===== config.mk =====
export PLATFORM = sky130hd
export DESIGN_NAME = commit_arbiter
export DESIGN_NICKNAME = d
export VERILOG_FILES = /design/src/rtl/commit_arbiter.sv
export SDC_FILE = /design/constraint.sdc
export NUM_CORES = 1
export LEC_CHECK = 0
export CORE_MARGIN = 8
export CORE_UTILIZATION = 30
export DETAILED_ROUTE_END_ITERATION = 6
export MAX_ROUTING_LAYER = met4
export PLACE_DENSITY = 0.52
export SLEW_MARGIN = 20
export SYNTH_ARGS = -nofsm -noshare
export SYNTH_HDL_FRONTEND = slang
export SYNTH_SLANG_ARGS = --single-unit

===== constraint.sdc =====
create_clock -name clk -period 6.2 [get_ports clk]
set_input_delay 1.24 -clock clk [delete_from_list [all_inputs] [get_ports clk]]
set_output_delay 1.24 -clock clk [all_outputs]
set_load 0.05 [all_outputs]

===== src/rtl/commit_arbiter.sv =====
// Multi-channel commit arbiter: per-channel result FIFOs feeding one register-file write port.
// Define COMMIT_ARB_RR_EN for round-robin arbitration; otherwise the highest channel index wins.
module commit_arbiter #(
    parameter int unsigned NUM_CH = 6,
    parameter int unsigned DATA_W = 64,
    parameter int unsigned RN_W   = 6,
    parameter int unsigned DEPTH  = 2
) (
    input  logic                      clk,
    input  logic                      rst_n,
    input  logic [NUM_CH-1:0]         in_valid,
    output logic [NUM_CH-1:0]         in_ready,
    input  logic [NUM_CH*RN_W-1:0]    in_rn,
    input  logic [NUM_CH*DATA_W-1:0]  in_data,
    output logic                      write_en,
    output logic [RN_W-1:0]           write_rn,
    output logic [DATA_W-1:0]         write_data,
    output logic [$clog2(NUM_CH)-1:0] write_ch,
    output logic [NUM_CH-1:0]         pending
);

    localparam int unsigned CH_W  = $clog2(NUM_CH);
    localparam int unsigned PTR_W = (DEPTH > 1) ? $clog2(DEPTH) : 1;
    localparam int unsigned CNT_W = $clog2(DEPTH + 1);

    logic [CNT_W-1:0]  count_q  [NUM_CH];
    logic [CNT_W-1:0]  count_d  [NUM_CH];
    logic [PTR_W-1:0]  rd_ptr_q [NUM_CH];
    logic [PTR_W-1:0]  rd_ptr_d [NUM_CH];
    logic [PTR_W-1:0]  wr_ptr_q [NUM_CH];
    logic [PTR_W-1:0]  wr_ptr_d [NUM_CH];
    logic [RN_W-1:0]   mem_rn_q   [NUM_CH][DEPTH];
    logic [DATA_W-1:0] mem_data_q [NUM_CH][DEPTH];

    logic [NUM_CH-1:0] push;
    logic [NUM_CH-1:0] pop;
    logic              grant_valid;
    logic [CH_W-1:0]   grant_idx;
    logic [RN_W-1:0]   head_rn;
    logic [DATA_W-1:0] head_data;

    function automatic logic [PTR_W-1:0] ptr_inc(input logic [PTR_W-1:0] p);
        return (p == PTR_W'(DEPTH - 1)) ? '0 : p + PTR_W'(1);
    endfunction

    // Ready and pending come only from registered counts: no same-cycle pop feeds ready.
    always_comb begin
        for (int i = 0; i < NUM_CH; i++) begin
            in_ready[i] = (count_q[i] != CNT_W'(DEPTH));
            pending[i]  = (count_q[i] != '0);
        end
    end

    // Writes to r0 complete the handshake but are never buffered.
    always_comb begin
        for (int i = 0; i < NUM_CH; i++) begin
            push[i] = in_valid[i] & in_ready[i] & (in_rn[i*RN_W +: RN_W] != '0);
        end
    end

`ifdef COMMIT_ARB_RR_EN
    logic [CH_W-1:0] rr_q;
    logic [CH_W-1:0] rr_d;

    always_comb begin
        int unsigned idx;
        grant_valid = 1'b0;
        grant_idx   = '0;
        idx         = 0;
        for (int unsigned k = 0; k < NUM_CH; k++) begin
            idx = (32'(rr_q) + k) % NUM_CH;
            if (!grant_valid && pending[idx]) begin
                grant_valid = 1'b1;
                grant_idx   = CH_W'(idx);
            end
        end
    end

    always_comb begin
        rr_d = rr_q;
        if (grant_valid) begin
            rr_d = (grant_idx == CH_W'(NUM_CH - 1)) ? '0 : grant_idx + CH_W'(1);
        end
    end

    always_ff @(posedge clk or negedge rst_n) begin
        if (!rst_n) begin
            rr_q <= '0;
        end else begin
            rr_q <= rr_d;
        end
    end
`else
    // Ascending scan so the highest pending index is the last assignment and wins.
    always_comb begin
        grant_valid = 1'b0;
        grant_idx   = '0;
        for (int i = 0; i < NUM_CH; i++) begin
            if (pending[i]) begin
                grant_valid = 1'b1;
                grant_idx   = CH_W'(i);
            end
        end
    end
`endif

    always_comb begin
        for (int i = 0; i < NUM_CH; i++) begin
            pop[i] = grant_valid && (grant_idx == CH_W'(i));
        end
    end

    always_comb begin
        for (int i = 0; i < NUM_CH; i++) begin
            count_d[i]  = count_q[i];
            rd_ptr_d[i] = rd_ptr_q[i];
            wr_ptr_d[i] = wr_ptr_q[i];
            unique case ({push[i], pop[i]})
                2'b10:   count_d[i] = count_q[i] + CNT_W'(1);
                2'b01:   count_d[i] = count_q[i] - CNT_W'(1);
                default: count_d[i] = count_q[i];
            endcase
            if (push[i]) begin
                wr_ptr_d[i] = ptr_inc(wr_ptr_q[i]);
            end
            if (pop[i]) begin
                rd_ptr_d[i] = ptr_inc(rd_ptr_q[i]);
            end
        end
    end

    always_ff @(posedge clk or negedge rst_n) begin
        if (!rst_n) begin
            for (int i = 0; i < NUM_CH; i++) begin
                count_q[i]  <= '0;
                rd_ptr_q[i] <= '0;
                wr_ptr_q[i] <= '0;
            end
        end else begin
            for (int i = 0; i < NUM_CH; i++) begin
                count_q[i]  <= count_d[i];
                rd_ptr_q[i] <= rd_ptr_d[i];
                wr_ptr_q[i] <= wr_ptr_d[i];
            end
        end
    end

    // Storage needs no reset: validity is carried entirely by the counts.
    always_ff @(posedge clk) begin
        for (int i = 0; i < NUM_CH; i++) begin
            if (push[i]) begin
                mem_rn_q[i][wr_ptr_q[i]]   <= in_rn[i*RN_W +: RN_W];
                mem_data_q[i][wr_ptr_q[i]] <= in_data[i*DATA_W +: DATA_W];
            end
        end
    end

    always_comb begin
        head_rn   = mem_rn_q[grant_idx][rd_ptr_q[grant_idx]];
        head_data = mem_data_q[grant_idx][rd_ptr_q[grant_idx]];
    end

    // write_ch keeps the last winner through idle cycles.
    always_ff @(posedge clk or negedge rst_n) begin
        if (!rst_n) begin
            write_en   <= 1'b0;
            write_rn   <= '0;
            write_data <= '0;
            write_ch   <= '0;
        end else begin
            write_en   <= grant_valid;
            write_rn   <= grant_valid ? head_rn : '0;
            write_data <= grant_valid ? head_data : '0;
            if (grant_valid) begin
                write_ch <= grant_idx;
            end
        end
    end

    a_pop_only_pending: assert property (@(posedge clk) disable iff (!rst_n)
        (pop & ~pending) == '0);

endmodule

# --- After elaboration in Yosys (flattened, before gate mapping) ---
# Memories as Yosys holds them, arrays and structs flattened.
# Cells that the tools add are included.
word_totals:
  mem_bits_ro: 0
  elab_cells: 218
  latchBits: 0
  input_bits: 428
  output_inout_bits: 86
  mem_bits_rw: 840
  memories: 2
  regBits: 98
mem_list:
  columns: ["memory", "words", "word_bits", "rd", "rd_clocked_by_memory_dff", "wr", "line_no", "rtl"]
  rows:
  - ["mem_data_q", 6, 128, 1, 0, 6, "33", "logic [DATA_W-1:0] mem_data_q [NUM_CH][DEPTH];"]
  - ["mem_rn_q", 6, 12, 1, 0, 6, "32", "logic [RN_W-1:0] mem_rn_q [NUM_CH][DEPTH];"]
classes:
  order_cmp: 14
  mul: 0
  bitwise_logic: 20
  reduce_logical: 31
  addsub: 24
  muxes: 82
  eq_ne: 23
  shifts: 0
  div: 0
op_table:
  columns: ["op", "count"]
  rows:
  - ["$mux 128", 6]
  - ["$mux 64", 10]
  - ["$demux 64 s1", 6]
  - ["$mux 12", 6]
  - ["$mux 6", 10]
  - ["$demux 6 s1", 6]
  - ["$reduce_bool 6->1", 6]
  - ["$mux 1", 27]
  - ["$pmux 2 s2", 6]
  - ["$reduce_bool 2->1", 12]
  - ["$ge 2x2->1 const B", 7]
  - ["$not 1->2", 7]
  - ["$add 1x1->1 const B", 12]
  - ["$add 2x1->2 const B", 6]
  - ["$and 1x1->1", 12]
  - ["$eq 2x1->1 const B", 6]
  - ["$eq 2x2->1 const B", 6]
  - ["$logic_and 1x1->1", 12]
  - ["$lt 2x1->1 const B", 6]
  - ["$mux 3", 4]
  - ["$ne 2x2->1 const B", 6]
  - ["$sub 2x1->2 const B", 6]
  - ["$eq 3x2->1 const B", 2]
  - ["$eq 3x3->1 const B", 2]
  - ["5 further kinds", 5]

# --- Depth between registers and ports, before layout ---
logic_depth:
  ltp_word: 15
  depth_mapped: 10
  mapped_depth_nobuf: 9

# --- Least setup slack after synthesis ---
# Ideal clock, no wire load.
synth_timing:
  path_type: "in2reg"
  startpoint: "input in_rn[18]"
  endpoint: "memory mem_data_q[3][0] (netlist bit) (enable)"
  t_required_ns: 5.701
  path_buffers: 0
  stages: 3
  setup_ns: 0.499
  arrival_ns: 4.566
  slack_ns: 1.135
  path_cell_list: "or4_1 -> o311ai_0 -> nor2_1"
synth_lines:
  columns: ["item", "line_no", "rtl"]
  rows:
  - ["start: declaration", "13", "input logic [NUM_CH*RN_W-1:0] in_rn,"]
  - ["end: declaration", "33", null]

# --- Worst setup path in the final report ---
layout_timing:
  startpoint: "register count_q[0] (netlist bit)"
  endpoint: "output pending[5]"
layout_via:
  elab_chain_len: 1
layout_lines:
  columns: ["item", "line_no", "rtl"]
  rows:
  - ["start: declaration", "26", "logic [CNT_W-1:0] count_q [NUM_CH];"]
  - ["start signal: indexed assignment", "141", "count_q[i] <= count_d[i];"]
  - ["$reduce_bool 2->1", "50", "pending[i] = (count_q[i] != '0);"]
  - ["end: declaration", "19", "output logic [NUM_CH-1:0] pending"]
# Every way passes these cells.

==> metrics <==
Starting Density 30.1%; wire per inst 28.8 um; Pre-Repair DR Iteration Count 5; Worst EP required 4.96 ns; CTS max path bufs 3; final std cells w/o fill 4181; Reg area 27700 um2; Metal-1 WL 48400 um; met2 wire len 59200 um; Yosys reg bits 938; top sig layer met4; Die Height 354 um; Max Cap Viol 0; grt ovf 0; die width 354 um; CTS resizes 0; Root Buffer clkbuf_16; Worst-Skew Late Latency 0.68 ns; metal3 WL 9430 um; share of cells above drive strength 1 9.52%; vias per inst 5.06; maximum VDD drop 0.000530 V; final worst-path cycle share 74.1%; post-synthesis cell count 2018; Worst Skew 0.0272 ns; slew at the pin closest to its max-slew limit 1.11 ns; Bufs and invs on worst path 3; Synth area leaders edfxtp_1, dfrtp_1, o221ai_1; crit-path cells nor2_4 > inv_6 > buf_12 > clkdlybuf4s50_1; RSZ-0062 raised after global routing no; total track usage 19.1%; Critical Path Fanout Max 92; Pleak 14.6 nW; commonest non-fill, non-tap cell in the layout edfxtp_1; commonest non-fill, non-tap cells in the layout edfxtp_1, clkdlybuf4s50_1, nor2_1; fin area 44700 um2; Post-synth top flop edfxtp_1; Top-Level Pins 514; nature of the critical path startpoint register; area of the multi-input gates 6120 um2; TritonCTS clock tree yes; syn nets 2452; largest net degree at the start of global routing 146; synthesized area 34300 um2; Final Util 39.3%; Post-DP Area 41200 um2; Hold-fix buffers, CTS 0; Placed Instances 3957; post-route ant nets 0; CTS Sinks 938; initial antenna violation count 36; EDFF count, synth 840; drt drc 0; setup_tns 0 ns; Crit. End Element primary output; final hold violation count 0; Synth warnings 0; hpwl dp 77800 um; pre-CTS setup slack 1.38 ns; Vias 21200; WL final 120000 um; FMAX 218 MHz; Netlist cell types 44; Avg Inst Size Synth 17.0 um2; CTS clk-pin slew, worst paths 0.06 ns; Rows 124; Worst Setup Path Type reg -> out; area leader, netlist edfxtp_1; Die ar. 125000 um2; Num CTS Buffers 101; asr flop ratio synth 10.4%; vias in the first global route 22600; Finish-stage setup viols 0; port buffer count 513; critical path's slowest cell clkdlybuf4s50_1; Fin Hold WS 0.487 ns; Yosys top cell area share 73.6%; H-tree lvl count 3; Initial DRC Count 1912; Worst path top cell family by delay buffers and inverters; Area growth syn-to-layout 30.5%; Net count, final 2982; sequential share of the synthesized area 80.8%; Slew headroom 25.0%; worst hold path class reg -> reg; Post-CTS Setup Bufs 0; pwr dens 500 nW/um2; core area 114000 um2; final slew viol count 0; outcome complete, no violations; RD Place Congestion 0.800; Tmin final 4.59 ns; critical path arrival 3.35 ns; PnR Total Power 22.4 mW; first-pass GRT wire length 166000 um; fillers 10500; final worst slack 1.61 ns; Crit path largest cell delay 0.95 ns
layer usage:
metal  GRT usage, %  vias to the layer above
met5              -                        -
met4           6.69                        0
met3           5.50                      167
met2           31.2                      880
met1           22.5                    10900
li1               -                     9234
registers in the layout, indices dropped and copies added, names as in the netlist:
register    cells
write_ch        3
mem_rn_q       72
mem_data_q    768
write_en        1
count_q        12
wr_ptr_q        6
write_data     64
write_rn        6
rd_ptr_q        6
worst register-to-register path: stages, from the launching register on:
cell      delay (ns)
dfrtp_1         0.46
nor2_4          0.25
inv_6           0.23
nor2_4          0.82
o221ai_2        0.27
o31ai_4         0.32
buf_4           0.40
buf_4           0.73
nor3_1          0.23
a211oi_1        0.25
cell usage after synthesis, types with 11 or more instances:
| cell | n |
|---|---|
| nor3_1 | 189 |
| xnor2_1 | 19 |
| xor2_1 | 11 |
| o221ai_1 | 138 |
| nor2_1 | 292 |
| buf_2 | 45 |
| a22o_1 | 63 |
| buf_1 | 12 |
| dfrtp_1 | 98 |
| a211oi_1 | 49 |
| clkbuf_1 | 67 |
| o22ai_1 | 12 |
| a211oi_2 | 20 |
| a221oi_1 | 68 |
| edfxtp_1 | 840 |
final timing paths:
| path | from | to | slack, ns | cells past startpoint |
|---|---|---|---|---|
| max | count_q[0] | pending[5] | 1.61 | 4 |
| min | write_ch[1] | write_ch[1] | 0.49 | 2 |
| max reg2reg | count_q[0] | write_data[16] | 2.12 | 9 |
| min reg2reg | write_ch[1] | write_ch[1] | 0.49 | 2 |
| max in group asynchronous | rst_n | write_rn[0] | 4.49 | 2 |
| min in group asynchronous | rst_n | write_data[26] | 0.58 | 1 |
report_power, final:
group          internal [mW]  switching (mW)  leakage, nW
Combinational           2.03            4.93         3.97
Clock                   3.65            2.49         1.66
Sequential              8.75           0.516         8.93
logic make-up after synthesis:
kind of cell	count (synthesis)	synth area share (%)
and+or+nand+nor	515	6.64
AOI/OAI and AO/OA	389	9.82
DFF	938	80.8
adders and majority gates	6	0.219
xor gates and xnor gates	30	0.767
buffers and inverters	140	1.76
final cells by class:
type,count,share of cell area [%]
flip-flops and latches,938,61.9
clock buffers,139,6.22
well taps,1512,4.23
inverters,13,0.120
multi-input cells,940,13.7
repair buffers,554,12.3
clock inverters,52,1.38
diodes,33,0.185
Note: power is estimated with default switching activity, not from simulation.
